`src/rtl/router_drain_arbiter.sv`:
```
// router_drain_arbiter: packet-atomic round-robin drain of three output FIFOs onto one link.
// Define ROUTER_ARB_TIMEOUT_EN to build the stall counter and the ARB_FLUSH soft-reset path.
module router_drain_arbiter #(
  parameter int unsigned TIMEOUT = 30
) (
  input  logic       clockf,
  input  logic       resetf,
  input  logic       fifo_empty_0,
  input  logic       fifo_empty_1,
  input  logic       fifo_empty_2,
  input  logic       pkt_end_0,
  input  logic       pkt_end_1,
  input  logic       pkt_end_2,
  input  logic       out_ready,
  output logic       read_enb_0,
  output logic       read_enb_1,
  output logic       read_enb_2,
  output logic [1:0] sel,
  output logic       out_valid,
  output logic       soft_reset_0,
  output logic       soft_reset_1,
  output logic       soft_reset_2,
  output logic       busy
);
  typedef enum logic [1:0] {ARB_IDLE, ARB_XFER, ARB_FLUSH} state_t;
  state_t     r_state, w_nxt_state;
  logic [1:0] r_sel, r_ptr, w_nxt_sel, w_nxt_ptr, w_c1, w_c2, w_win, w_sel_inc;
  logic [2:0] w_req, w_end, w_rd;
  logic       w_valid, w_xfer;
`ifdef ROUTER_ARB_TIMEOUT_EN
  localparam logic [7:0] LIM = 8'(TIMEOUT - 1);
  logic [7:0] r_stall, w_nxt_stall;
`else
  localparam int unsigned unused_timeout = TIMEOUT;
`endif

  function automatic logic [1:0] inc3(input logic [1:0] v);
    return (v == 2'd2) ? 2'd0 : v + 2'd1;
  endfunction

  assign w_req = ~{fifo_empty_2, fifo_empty_1, fifo_empty_0};
  assign w_end = {pkt_end_2, pkt_end_1, pkt_end_0};

  always_comb begin
    w_c1        = inc3(r_ptr);
    w_c2        = inc3(w_c1);
    w_win       = w_req[r_ptr] ? r_ptr : w_req[w_c1] ? w_c1 : w_c2;
    w_sel_inc   = inc3(r_sel);
    w_valid     = (r_state == ARB_XFER) && w_req[r_sel];
    w_xfer      = w_valid && out_ready;
    w_nxt_state = r_state;
    w_nxt_sel   = r_sel;
    w_nxt_ptr   = r_ptr;
`ifdef ROUTER_ARB_TIMEOUT_EN
    w_nxt_stall = r_stall;
`endif
    case (r_state)
      ARB_IDLE: if (|w_req) begin
        w_nxt_state = ARB_XFER;
        w_nxt_sel   = w_win;
`ifdef ROUTER_ARB_TIMEOUT_EN
        w_nxt_stall = 8'd0;
`endif
      end
      ARB_XFER: begin
`ifdef ROUTER_ARB_TIMEOUT_EN
        // a transfer on the limit cycle wins over the flush
        w_nxt_stall = w_xfer ? 8'd0 : r_stall + 8'd1;
        if (!w_xfer && r_stall == LIM) w_nxt_state = ARB_FLUSH;
`endif
        if (w_xfer && w_end[r_sel]) begin
          w_nxt_state = ARB_IDLE;
          w_nxt_ptr   = w_sel_inc;
        end
      end
      ARB_FLUSH: begin
        w_nxt_state = ARB_IDLE;
        w_nxt_ptr   = w_sel_inc;
      end
      default: w_nxt_state = ARB_IDLE;
    endcase
  end

  always_ff @(posedge clockf or posedge resetf) begin
    if (resetf) begin
      r_state <= ARB_IDLE;
      r_sel   <= 2'd0;
      r_ptr   <= 2'd0;
`ifdef ROUTER_ARB_TIMEOUT_EN
      r_stall <= 8'd0;
`endif
    end else begin
      r_state <= w_nxt_state;
      r_sel   <= w_nxt_sel;
      r_ptr   <= w_nxt_ptr;
`ifdef ROUTER_ARB_TIMEOUT_EN
      r_stall <= w_nxt_stall;
`endif
    end
  end

  assign w_rd = {3{w_xfer}} & (3'b001 << r_sel);
  assign {read_enb_2, read_enb_1, read_enb_0} = w_rd;
  assign sel       = r_sel;
  assign out_valid = w_valid;
  assign busy      = r_state != ARB_IDLE;
`ifdef ROUTER_ARB_TIMEOUT_EN
  assign {soft_reset_2, soft_reset_1, soft_reset_0} = (r_state == ARB_FLUSH) ? (3'b001 << r_sel) : 3'b000;
`else
  assign {soft_reset_2, soft_reset_1, soft_reset_0} = 3'b000;
`endif
endmodule

```
`config.mk`:
```
export PLATFORM = sky130hd
export DESIGN_NAME = router_drain_arbiter
export DESIGN_NICKNAME = d
export VERILOG_FILES = /design/src/rtl/router_drain_arbiter.sv
export SDC_FILE = /design/constraint.sdc
export NUM_CORES = 1
export LEC_CHECK = 0
export ABC_CLOCK_PERIOD_IN_PS = 2550
export CAP_MARGIN = 10
export CORE_AREA = 2 2 39 41
export CTS_CLUSTER_DIAMETER = 120
export DETAILED_ROUTE_END_ITERATION = 16
export DIE_AREA = 0 0 41 43
export PLACE_DENSITY = 0.62
export SLEW_MARGIN = 20
export SYNTH_ARGS = -nofsm -noshare
export SYNTH_HDL_FRONTEND = slang
export SYNTH_SLANG_ARGS = --single-unit
```
`constraint.sdc`:
```
create_clock -name clockf -period 2.55 [get_ports clockf]
set_input_delay 0.3825 -clock clockf [delete_from_list [all_inputs] [get_ports clockf]]
set_output_delay 0.3825 -clock clockf [all_outputs]
set_load 0.01 [all_outputs]
```
==> results <==
## worst register-to-register path: cells and delay by family, from the launching register on
family / cells / cell delay (ps)
AND/OR/NAND/NOR: 1 / 190
AO/OA/AOI/OAI: 1 / 110
flip-flops: 1 / 400
multiplexers: 2 / 640
## registers in the layout, summed over array words and instances (netlist names)
register	flops
r_state	1
r_ptr	2
sel	2
## cells by family (layout without fill, tap and decap cells)
| kind of cell | Yosys count | count (layout) |
|---|---|---|
| other cells | 1 | 3 |
| compound gates | 12 | 12 |
| flops | 5 | 5 |
| simple gates | 13 | 13 |
| mux | 4 | 4 |
| buf+inv | 7 | 25 |
## layer usage
layer / global-route usage (%) / vias to the layer above / routed length [um]
met1: 11.8 / 164 / 347
li1: - / 184 / -
met4: 8.00 / 0 / 0
met5: 0 / - / 0
met3: 1.57 / 0 / 88
met2: 18.8 / 21 / 406
## how the worst max path moves through the flow
stage,end,slack (ps),cells after the start
finish,read_enb_1,130,5
floorplan,out_valid,850,4
detailed placement,read_enb_1,130,5
global route,read_enb_1,60,5
CTS,out_valid,50,5
global placement,read_enb_1,150,5
## where the power goes
| group | internal (W) | switching, W |
|---|---|---|
| Sequential | 0.000115 | 0.0000474 |
| Clock | 0.0000591 | 0.0000309 |
| Combinational | 0.000166 | 0.000122 |
## cell type report
cell class / instances / area share [%]
timing repair buffer: 18 / 29.4
tap: 16 / 3.41
inverter: 3 / 1.92
multi-input combinational: 32 / 39.2
sequential: 5 / 21.5
clock buffer: 4 / 4.48
## stage by stage
step	instance area, sq um	power (W)
4_1_cts	586	0.000549
3_3_place_gp	559	0.000453
5_1_grt	587	0.000592
6_report	587	0.000541
3_5_place_dp	559	0.000454
2_1_floorplan	400	0.000341
## layout by cell type (no fill, tap or decap), types with 2 or more instances in the layout
cell and instances:
mux2_1 2, conb_1 3, inv_1 3, o21ai_0 5
dfrtp_1 4, clkdlybuf4s50_1 15, clkbuf_4 3, a21oi_1 2
nor2_1 3, buf_4 3
==> summary.txt <==
Detailed routing
  – Routed length per instance: 10.8 um
  – Mean number of vias per cell: 4.73
  – Routed via count: 369
  – DRT Wirelength: 843 um
  – DRC errors left: 0
  – Drt pass-1 iters: 4
  – Starting DRC count in detailed routing: 1
  – Antenna-violating nets left: 0

Floorplan
  – Starting density of the core: 28.4%
  – Die height: 43 um
  – FP Rows: 14
  – Core area: 1380 sq um
  – Chip width: 41 um
  – # IOs: 19
  – Die area: 1760 sq um

STA
  – Tmin final: 2420 ps
  – Worst hold slack: 340 ps
  – Pins over their slew limit: 0
  – Fin. Hold Viols: 0
  – Max Fclk: 0.414 GHz
  – Final Setup Violations: 0
  – Setup WS post-layout: 134 ps
  – RSZ-0062 raised after global routing: false
  – Final period util: 94.7%
  – Clock Skews: 2.58 ps
  – TNS Setup: 0 ps

Synthesis
  – Top post-synthesis cells by count: 5 x dfrtp_1, 5 x o21ai_0, 3 x buf_4, 3 x inv_1, 3 x nor2_1
  – Post-Synthesis Cells: 42
  – Sequential share of the synthesized area: 31.8%
  – Simple-gate share of the synthesized area: 24.2%
  – Flops & latches, synth: 5
  – Post-synthesis compound-gate area fraction: 19.4%
  – Adder-cell area share of the yosys netlist: 0%
  – Synthesized area: 393 sq um
  – Yosys top cell by area: dfrtp_1
  – Mux cell area share after synthesis: 12.1%
  – Post-synth EDFFs: 0
  – Post-synthesis cell type count: 26
  – Share of the synthesized area in the top cell type: 31.8%
  – Largest family of logic cells by synthesized area: simple AND/OR/NAND/NOR gates
  – Xor/xnor share of the synthesized area: 0%
  – Top post-synthesis cells by area: dfrtp_1 32%, o21ai_0 6.4%, buf_4 5.7%
  – Syn avg cell area: 9.35 sq um
  – Main synth FF type: dfrtp_1
  – Yosys warning count: 0
  – Asr flop ratio synth: 100%

Critical path
  – Startpoint types: primary input
  – CP arrival: 2030 ps
  – Worst R2R Path Depth: 4
  – Worst Path Max Fanout: 5
  – R2r setup slk: 1090 ps
  – Delay-heaviest family, CP: buffers and inverters
  – Slowest-stage cell, CP: clkdlybuf4s50_1
  – Setup CP Type: primary input to output port
  – Most frequent CP cell: clkdlybuf4s50_1
  – WP data required: 2170 ps
  – Worst r2r src: sel[0]
  – Worst reg2reg endpoint: r_ptr[0]
  – Crit-path cells: clkdlybuf4s50_1, mux2_4, nor3_2, and2_2, clkdlybuf4s50_1
  – Setup crit start: fifo_empty_1
  – WP buf/inv: 2
  – Slowest stage delay, CP: 520 ps
  – Setup crit end kind: output port

Global routing
  – Vias in the first global route: 350
  – First-pass GRT wire length: 1.32 mm
  – Initial antenna violation count: 0
  – GRT Util Overall: 11.2%
  – Total gr overflow: 0
  – Largest net degree at the start of global routing: 10

Place
  – GP Congestion: 0.644
  – Placed instance count: 74
  – Worst slack, placed: 129 ps
  – Port bufs: 15
  – Dpl hpwl: 680 um

Hold path
  – HP Class: primary input to asynchronous set/reset pin

Layout
  – Core Util, Final: 42.4%
  – Layout area overhead: 49.4%
  – Non-filler instance count after layout: 78
  – Area of the multi-input gates: 230 sq um
  – Final #Nets: 72
  – Number of filler cells placed in the layout: 152
  – Share of cells above drive strength 1: 24.2%
  – Register area: 126 sq um
  – Ant diodes: 0

CTS
  – Longest Clk Path Bufs: 2
  – CTS tree: built
  – CTS Buf Count: 3
  – H-tree levels: 1
  – Post-CTS sizing: 0
  – Setup bufs post-CTS: 0
  – CTS sink cnt: 5
  – Hold buffer count at cts: 0
  – Root Driver: clkbuf_4
  – Clock Latency Late Sink: 240 ps
  – Clock-pin slew on the worst setup and hold paths: 40 ps

Status
  – Status: finished clean

Power
  – Pwr/cell area: 923 nW/um^2
  – LEAKAGE: 0.236 nW
  – Maximum vdd drop: 0.286 mV

Flow run
  – Max-cap violations: 0
No activity file was read; power rests on OpenSTA's default activity.
